[config.mk]
export PLATFORM = sky130hd
export DESIGN_NAME = t03_mem_arbiter
export DESIGN_NICKNAME = d
export VERILOG_FILES = /design/src/rtl/t03_mem_arbiter.sv
export SDC_FILE = /design/constraint.sdc
export NUM_CORES = 1
export LEC_CHECK = 0
export BUFFER_PORTS_ARGS = -buffer_cell sky130_fd_sc_hd__buf_2
export CAP_MARGIN = 20
export CORE_ASPECT_RATIO = 1.25
export CORE_MARGIN = 2
export CORE_UTILIZATION = 30
export CTS_BUF_LIST = sky130_fd_sc_hd__clkbuf_2 sky130_fd_sc_hd__clkbuf_4 sky130_fd_sc_hd__clkbuf_8
export CTS_CLUSTER_DIAMETER = 50
export DETAILED_ROUTE_END_ITERATION = 6
export PLACE_DENSITY = 0.56
export SLEW_MARGIN = 10
export SYNTH_ARGS = -nofsm -noshare
export SYNTH_HDL_FRONTEND = slang
export SYNTH_SLANG_ARGS = --single-unit
[constraint.sdc]
create_clock -name clk -period 1.5 [get_ports clk]
set_input_delay 0.375 -clock clk [delete_from_list [all_inputs] [get_ports clk]]
set_output_delay 0.375 -clock clk [all_outputs]
set_load 0.01 [all_outputs]
[src/rtl/t03_mem_arbiter.sv]
// Fetch / load-store arbiter in front of the single-request wishbone_manager port.
// One transaction in flight; data has priority until a pending fetch has been passed over STARVE_MAX times.
module t03_mem_arbiter #(
  parameter int STARVE_MAX  = 4,
  parameter int ACC_TIMEOUT = 255
) (
  input  logic        clk,
  input  logic        nrst,
  input  logic        en,
  input  logic        i_req,
  input  logic [31:0] i_adr,
  output logic        i_ack,
  output logic [31:0] i_rdata,
  output logic        i_err,
  input  logic        d_ren,
  input  logic        d_wen,
  input  logic [31:0] d_adr,
  input  logic [31:0] d_wdata,
  input  logic [3:0]  d_sel,
  output logic        d_ack,
  output logic [31:0] d_rdata,
  output logic        d_err,
  output logic [31:0] ADR_I,
  output logic [31:0] CPU_DAT_I,
  output logic [3:0]  SEL_I,
  output logic        READ_I,
  output logic        WRITE_I,
  input  logic [31:0] CPU_DAT_O,
  input  logic        BUSY_O
);

  typedef enum logic [2:0] {S_IDLE, S_ISSUE, S_WAIT, S_RESP, S_ABORT} state_e;
  typedef enum logic [1:0] {OWN_NONE, OWN_I, OWN_D} own_e;

  // Timeout counter only needs to hold 0..ACC_TIMEOUT-1.
  localparam int TW = (ACC_TIMEOUT > 1) ? $clog2(ACC_TIMEOUT) : 1;
  localparam int SW = $clog2(STARVE_MAX + 1);
  localparam logic [TW-1:0] TMO_LAST   = TW'(ACC_TIMEOUT - 1);
  localparam logic [SW-1:0] STARVE_LIM = SW'(STARVE_MAX);

  state_e      state_q, state_d;
  own_e        owner_q, owner_d;
  logic [31:0] adr_q, adr_d, dat_q, dat_d;
  logic [3:0]  sel_q, sel_d;
  logic        rd_q, rd_d, wr_q, wr_d;
  logic [TW-1:0] tmo_q, tmo_d;
  logic [SW-1:0] starve_q, starve_d;
  logic        i_ack_q, i_ack_d, d_ack_q, d_ack_d;
  logic        i_err_q, i_err_d, d_err_q, d_err_d;
  logic [31:0] i_rdata_q, i_rdata_d, d_rdata_q, d_rdata_d;

  logic d_any, take_i;
  assign d_any  = d_ren | d_wen;
  assign take_i = i_req & (~d_any | (starve_q == STARVE_LIM));

  always_comb begin
    state_d   = state_q;
    owner_d   = owner_q;
    adr_d     = adr_q;
    dat_d     = dat_q;
    sel_d     = sel_q;
    rd_d      = rd_q;
    wr_d      = wr_q;
    tmo_d     = tmo_q;
    starve_d  = i_req ? starve_q : '0;
    i_ack_d   = 1'b0;
    d_ack_d   = 1'b0;
    i_err_d   = 1'b0;
    d_err_d   = 1'b0;
    i_rdata_d = i_rdata_q;
    d_rdata_d = d_rdata_q;
    case (state_q)
      S_IDLE: begin
        if (en && (i_req || d_any)) begin
          tmo_d = '0;
          if (take_i) begin
            owner_d  = OWN_I;
            adr_d    = i_adr;
            dat_d    = '0;
            sel_d    = 4'hF;
            rd_d     = 1'b1;
            wr_d     = 1'b0;
            starve_d = '0;
            state_d  = S_ISSUE;
          end else begin
            owner_d = OWN_D;
            adr_d   = d_adr;
            dat_d   = d_wdata;
            sel_d   = d_sel;
            if (i_req && starve_q != STARVE_LIM) starve_d = starve_q + 1'b1;
            // A store with no byte lanes enabled never touches the bus.
            if (d_wen && d_sel == 4'h0) begin
              rd_d    = 1'b0;
              wr_d    = 1'b0;
              d_ack_d = 1'b1;
              state_d = S_RESP;
            end else begin
              rd_d    = ~d_wen;
              wr_d    = d_wen;
              state_d = S_ISSUE;
            end
          end
        end
      end
      S_ISSUE: begin
        if (BUSY_O) begin
          rd_d    = 1'b0;
          wr_d    = 1'b0;
          state_d = S_WAIT;
        end else if (tmo_q == TMO_LAST) begin
          rd_d    = 1'b0;
          wr_d    = 1'b0;
          state_d = S_ABORT;
          if (owner_q == OWN_D) d_err_d = 1'b1;
          else                  i_err_d = 1'b1;
        end else begin
          tmo_d = tmo_q + 1'b1;
        end
      end
      S_WAIT: begin
        if (!BUSY_O) begin
          if (owner_q == OWN_D) begin
            d_rdata_d = CPU_DAT_O;
            d_ack_d   = 1'b1;
          end else begin
            i_rdata_d = CPU_DAT_O;
            i_ack_d   = 1'b1;
          end
          state_d = S_RESP;
        end
      end
      S_RESP, S_ABORT: begin
        owner_d = OWN_NONE;
        state_d = S_IDLE;
      end
      default: state_d = S_IDLE;
    endcase
  end

  always_ff @(posedge clk or negedge nrst) begin
    if (!nrst) begin
      state_q   <= S_IDLE;
      owner_q   <= OWN_NONE;
      adr_q     <= '0;
      dat_q     <= '0;
      sel_q     <= '0;
      rd_q      <= 1'b0;
      wr_q      <= 1'b0;
      tmo_q     <= '0;
      starve_q  <= '0;
      i_ack_q   <= 1'b0;
      d_ack_q   <= 1'b0;
      i_err_q   <= 1'b0;
      d_err_q   <= 1'b0;
      i_rdata_q <= '0;
      d_rdata_q <= '0;
    end else begin
      state_q   <= state_d;
      owner_q   <= owner_d;
      adr_q     <= adr_d;
      dat_q     <= dat_d;
      sel_q     <= sel_d;
      rd_q      <= rd_d;
      wr_q      <= wr_d;
      tmo_q     <= tmo_d;
      starve_q  <= starve_d;
      i_ack_q   <= i_ack_d;
      d_ack_q   <= d_ack_d;
      i_err_q   <= i_err_d;
      d_err_q   <= d_err_d;
      i_rdata_q <= i_rdata_d;
      d_rdata_q <= d_rdata_d;
    end
  end

  assign ADR_I     = adr_q;
  assign CPU_DAT_I = dat_q;
  assign SEL_I     = sel_q;
  assign READ_I    = rd_q;
  assign WRITE_I   = wr_q;
  assign i_ack     = i_ack_q;
  assign d_ack     = d_ack_q;
  assign i_err     = i_err_q;
  assign d_err     = d_err_q;
  assign i_rdata   = i_rdata_q;
  assign d_rdata   = d_rdata_q;

endmodule
# --- Word level (Yosys, flattened, before mapping) ---
# Index checks and enable logic that the tools add are counted.
# Widths: inputs -> output; s select.
word_totals:
  romBits: 0
  latchBits: 0
  word_cells: 100
  inputBits: 139
  ramBits: 0
  register_bits: 154
  n_memories: 0
  out_inout_bits: 138
classes:
  n_lt_le_gt_ge: 0
  shifts: 0
  n_mux: 47
  reduce_logical: 16
  n_bitwise: 7
  add_sub_neg: 2
  n_div: 0
  multipliers: 0
  eq_ne: 13
op_table:
  columns: ["operator", "n"]
  rows:
  - ["$mux 32", 2]
  - ["$mux 3", 9]
  - ["$mux 8", 3]
  - ["$mux 1", 22]
  - ["$pmux 8 s2", 1]
  - ["$reduce_and 3->1", 4]
  - ["$pmux 3 s3", 1]
  - ["$add 8x1->8 const B", 1]
  - ["$eq 8x8->1 const B", 1]
  - ["$mux 2", 4]
  - ["$ne 2x2->1 const B", 4]
  - ["$eq 3x2->1 const B", 2]
  - ["$eq 3x3->1 const B", 2]
  - ["$ne 3x3->1 const B", 2]
  - ["$pmux 1 s2", 3]
  - ["$logic_not 4->1", 1]
  - ["$mux 4", 1]
  - ["$not 1->1", 4]
  - ["$pmux 2 s2", 1]
  - ["$reduce_and 2->1", 2]
  - ["$reduce_and 4->1", 1]
  - ["$reduce_bool 2->1", 2]
  - ["$add 3x1->3 const B", 1]
  - ["$eq 3x1->1 const B", 1]
  - ["7 further kinds", 10]

# --- Longest topological paths before layout ---
depth:
  word_depth: 7
  depth_mapped: 8
  mapped_depth_nobuf: 6

# --- Worst setup path before layout ---
# OpenSTA, ideal clock, no wires.
synth_path:
  path_kind: "register -> register"
  start: "reg starve_q[0]"
  end: "reg dat_q[12] (netlist: CPU_DAT_I[12])"
  slack_ns: -0.106
  path_stages_with_launch: 9
  required_ns: 1.435
  arrival_time_ns: 1.541
  synth_period_minus_slack_ns: 1.606
  path_cell_list: "dfrtp_1 > inv_1 > ha_1 > and2_1 > o21ai_1 > buf_2 > buf_2 > nand3_1 > nand2_1"
synth_between:
  elab_chain_cells: 4
synth_rtl:
  columns: ["element", "line", "rtl"]
  rows:
  - ["start: declaration", "47", "logic [SW-1:0] starve_q, starve_d;"]
  - ["start signal: assignment", "166", "starve_q <= starve_d;"]
  - ["$eq 3x3->1", "54", "assign take_i = i_req & (~d_any | (starve_q == STARVE_LIM));"]
  - ["$or 1x1->1", "54", null]
  - ["$and 1x1->1", "54", null]
  - ["$mux 32", "76", "if (take_i) begin"]
  - ["end signal: assignment", "161", "dat_q <= dat_d;"]
  - ["end: declaration", "43", "logic [31:0] adr_q, adr_d, dat_q, dat_d;"]
# Every way passes these cells.
# A chain may end at the register's enable or synchronous reset.

# --- Final worst setup path ---
layout_path:
  start: "reg state_q[1]"
  end: "reg tmo_q[3]"
layout_between:
  elab_chain_cells: 3
layout_rtl:
  columns: ["element", "line", "rtl"]
  rows:
  - ["start: declaration", "41", "state_e state_q, state_d;"]
  - ["start signal: assignment", "158", "state_q <= state_d;"]
  - ["$eq 3x1->1 or $logic_not 3->1 (tied branches)", "72", "case (state_q)"]
  - ["$ne 2x2->1 (no source line) or $reduce_bool 2->1 (tied branches)", null, null]
  - ["$reduce_and 4->1 (no source line)", null, null]
  - ["end signal: assignment", "165", "tmo_q <= tmo_d;"]
  - ["end: declaration", "46", "logic [TW-1:0] tmo_q, tmo_d;"]
# Parallel ways exist; a longest one is shown, timed or not.

==> summary.md <==
| Metric | Value |
|---|---|
| Status | finished with violations |
| Failing checks | negative setup slack |
| Crit path kind | flip-flop to flip-flop |
| CP arrival | 1.90 ns |
| PortBufs | 276 |
| Synth cell types | 37 |
| Initial DRC count | 228 |
| CTS tree | yes |
| Post-synthesis cell count | approximately 580 |
| Layout cells sized above 1 | a little over half |
| Hold Startpoint | d_wdata[21] |
| Maximum clock path buffer count | 2 |
| Initial DRT Pass Iterations | 4 |
| Nets | 1058 |
| FF/Latch Area | 0.00386 mm^2 |
| Number of diodes | 0 |
| Yosys top cell area share | about three fifths |
| Fin Clk Skew | roughly 0.018 ns |
| Fin area | approximately 0.0095 mm^2 |
| First-pass GRT wire length | 28.9 mm |
| Max_cap viols | 0 |
| Post-route insts no fill | roughly 1200 |
| R2r setup slk | -0.09 ns |
| Tmin final | around 1.6 ns |
| CP required | 1.81 ns |
| Worst Setup End Kind | flip-flop |
| Routability congestion estimate | 0.771 |
| Placed cells | roughly 1200 |
| Die Y | 167 um |
| Htree depth | 4 |
| Std cell rows | 59 |
| Commonest non-fill, non-tap cell in the layout | buf_2 |
| VDD IR-drop max | 0.725 mV |
| Pre-CTS WS | -0.197 ns |
| Pin count of the biggest net entering global routing | 38 |
| Startpoint types | flip-flop |
| Core ar. | 0.0209 mm^2 |
| YS warnings | 0 |
| Post-DP HPWL | 13.5 mm |
| Max Slew Vio Count | 0 |
| CP max FO | 5 |
| Dpl cell area | 0.00855 mm^2 |
| Seq cells post-synth | approximately 150 |
| Fillers | 2033 |
| Leakage | 4.77 nW |
| Slew at the pin closest to its max-slew limit | 0.426 ns |
| Final Cycle Share | 106% |
| Avg Synthesized Cell Area | 11.0 um^2 |
| CTS buffer count | 17 |
| Final wirelength | between 15 and 20 mm |
| Area Growth Syn to Fin | 48.5% |
| Initial core utilization | 30.7% |
| DR vias | between 5000 and 6000 |
| RSZ-0062 raised after global routing | true |
| Drc violations | 0 |
| Biggest area consumer among synthesized cells | dfrtp_1 |
| Die ar. | 0.0225 mm^2 |
| CP startpoint | state_q[1] |
| Worst R2R Start | state_q[1] |
| Vias in the first global route | 5638 |
| Post-DRT Antenna Nets | 0 |
| Clock slew seen by the registers of the worst setup and hold paths | 0.10 ns |
| Gr ovfl total | 0 |
| Root Driver | clkbuf_8 |
| Clock Latency Late Sink | between 0.4 and 0.5 ns |
| Top Ports | ~280 |
| Worst hold path class | primary input to flip-flop |
| Syn_nets | 725 |
| Synthesized area | approximately 0.0064 mm^2 |
| Most frequent cells in the layout | buf_2 (275), dfrtp_1 (151), nand2_1 (120) |
| Routed vias/inst | 4.66 |
| CTS Sinks | 154 |
| GRT Util Overall | between 10% and 20% |
| Final Hold Fails | 0 |
| Final worst-path setup slack | -0.0856 ns |
| Die W | 135 um |
| Top cells by area, synth | dfrtp_1 (60%), mux2_2 (11%), nand2_1 (8.4%), a31oi_1 (3.4%), nand3_1 (3.1%) |
| Multi-input gate area | 0.00255 mm^2 |
| Max Fclk | 631 MHz |
| Power per cell area | 1860 mW/mm^2 |
| Seq/Total Area, Yosys | 60.2% |
| Final setup violation count | 130 |
| Initial antenna violation count | 0 |
| Per-cell routed wire length | 15.7 um |
| Worst rel slew slack | 71.4% |
[state kept, by name, summed over array words and instances, names as in the netlist, 3 cells and up]
name,cells
ADR_I,32
CPU_DAT_I,32
d_rdata,32
i_rdata,32
tmo_q,8
SEL_I,4
starve_q,3
state_q,3
[per-layer routing]
metal,up-vias,global-route usage (%),share of wire (%)
li1,2660,-,-
met1,2670,19.6,41
met2,251,27.2,49
met3,17,5.54,8.5
met4,0,4.76,1.3
met5,-,0,0
[report_power, final]
part / leakage [nW] / internal (mW) / switching [mW]
Sequential: 1.87 / 6.02 / 0.997
Clock: 0.204 / 1.68 / 1.66
Combinational: 2.70 / 3.64 / 3.65
Total: 4.77 / 11.3 / 6.31
[worst max-delay path, stage by stage, from the launching register on]
cell and delay, ns:
dfrtp_2 0.47, buf_6 0.14, nor2_4 0.10, nand3b_1 0.22
buf_6 0.21, clkbuf_16 0.15, o211ai_1 0.08, o31ai_1 0.09
[what timing repair did]
action                     CTS  global route
setup endpoints to repair  142           142
buffers inserted             5             6
hold buffers                 1             0
pin swaps                   34            30
hold endpoints to repair    32             0
resized for setup           37            47
gates cloned                 2             6
[per-stage QoR]
stage | TNS, ns | hold WS, ns | power (mW) | util (%)
6_report | -3.70 | 0.142 | 17.6 | 45.5
5_1_grt | -13.89 | 0.111 | 18.9 | 45.5
4_1_cts | -2.57 | 0.105 | 17.5 | 44.0
3_5_place_dp | -16.53 | 0.318 | 13.9 | 40.9
3_3_place_gp | -12.55 | 0.322 | 13.8 | 40.9
2_1_floorplan | -0.0483 | 0.0794 | 10.7 | -
[synthesized netlist by cell type]
| cell | n |
|---|---|
| nor2_1 | 40 |
| o21ai_0 | 11 |
| o211ai_1 | 2 |
| nor4b_4 | 2 |
| nand2b_1 | 2 |
| a221oi_1 | 1 |
| nor3b_1 | 3 |
| clkbuf_1 | 5 |
| or3_1 | 1 |
| o21ai_1 | 2 |
| dfrtp_1 | 154 |
| o31ai_1 | 2 |
| and2_1 | 2 |
| xor2_1 | 1 |
| o21a_1 | 2 |
| nand3b_1 | 3 |
| a21boi_0 | 1 |
| a31oi_1 | 35 |
| nand3_1 | 40 |
| nor4_1 | 3 |
| a22o_1 | 3 |
| nand2_2 | 2 |
| nand4_1 | 4 |
| buf_1 | 2 |
| a31o_2 | 1 |
| mux2_2 | 65 |
| o31ai_2 | 1 |
| a211oi_1 | 1 |
| nor2b_1 | 1 |
| buf_2 | 22 |
| nand4b_1 | 1 |
| a21o_1 | 1 |
| nand2_1 | 143 |
| ha_1 | 4 |
| a21oi_1 | 7 |
| inv_1 | 5 |
| buf_6 | 7 |
[final timing paths]
kind | to | cells past startpoint
max | tmo_q[3] | 7
min | CPU_DAT_I[21] | 3
max reg2reg | tmo_q[3] | 7
min reg2reg | CPU_DAT_I[13] | 2
max in group asynchronous | tmo_q[4] | 3
min in group asynchronous | i_rdata[2] | 2
[cell families after synthesis]
family          synth area share [%]
compound gates                  6.92
xor+xnor                       0.137
fa+ha+maj                      0.782
buf+inv                         3.65
flops                           60.2
mux                             11.4
simple gates                    16.9
[cell type report]
type,instances,area share (%)
Clock inverter,13,1.76
Sequential cell,154,40.6
Inverter,5,0.197
Tap cell,274,3.60
Clock buffer,18,2.54
Multi-Input combinational cell,387,26.8
Timing Repair Buffer,350,24.5
No activity file was read; power rests on OpenSTA's default activity.
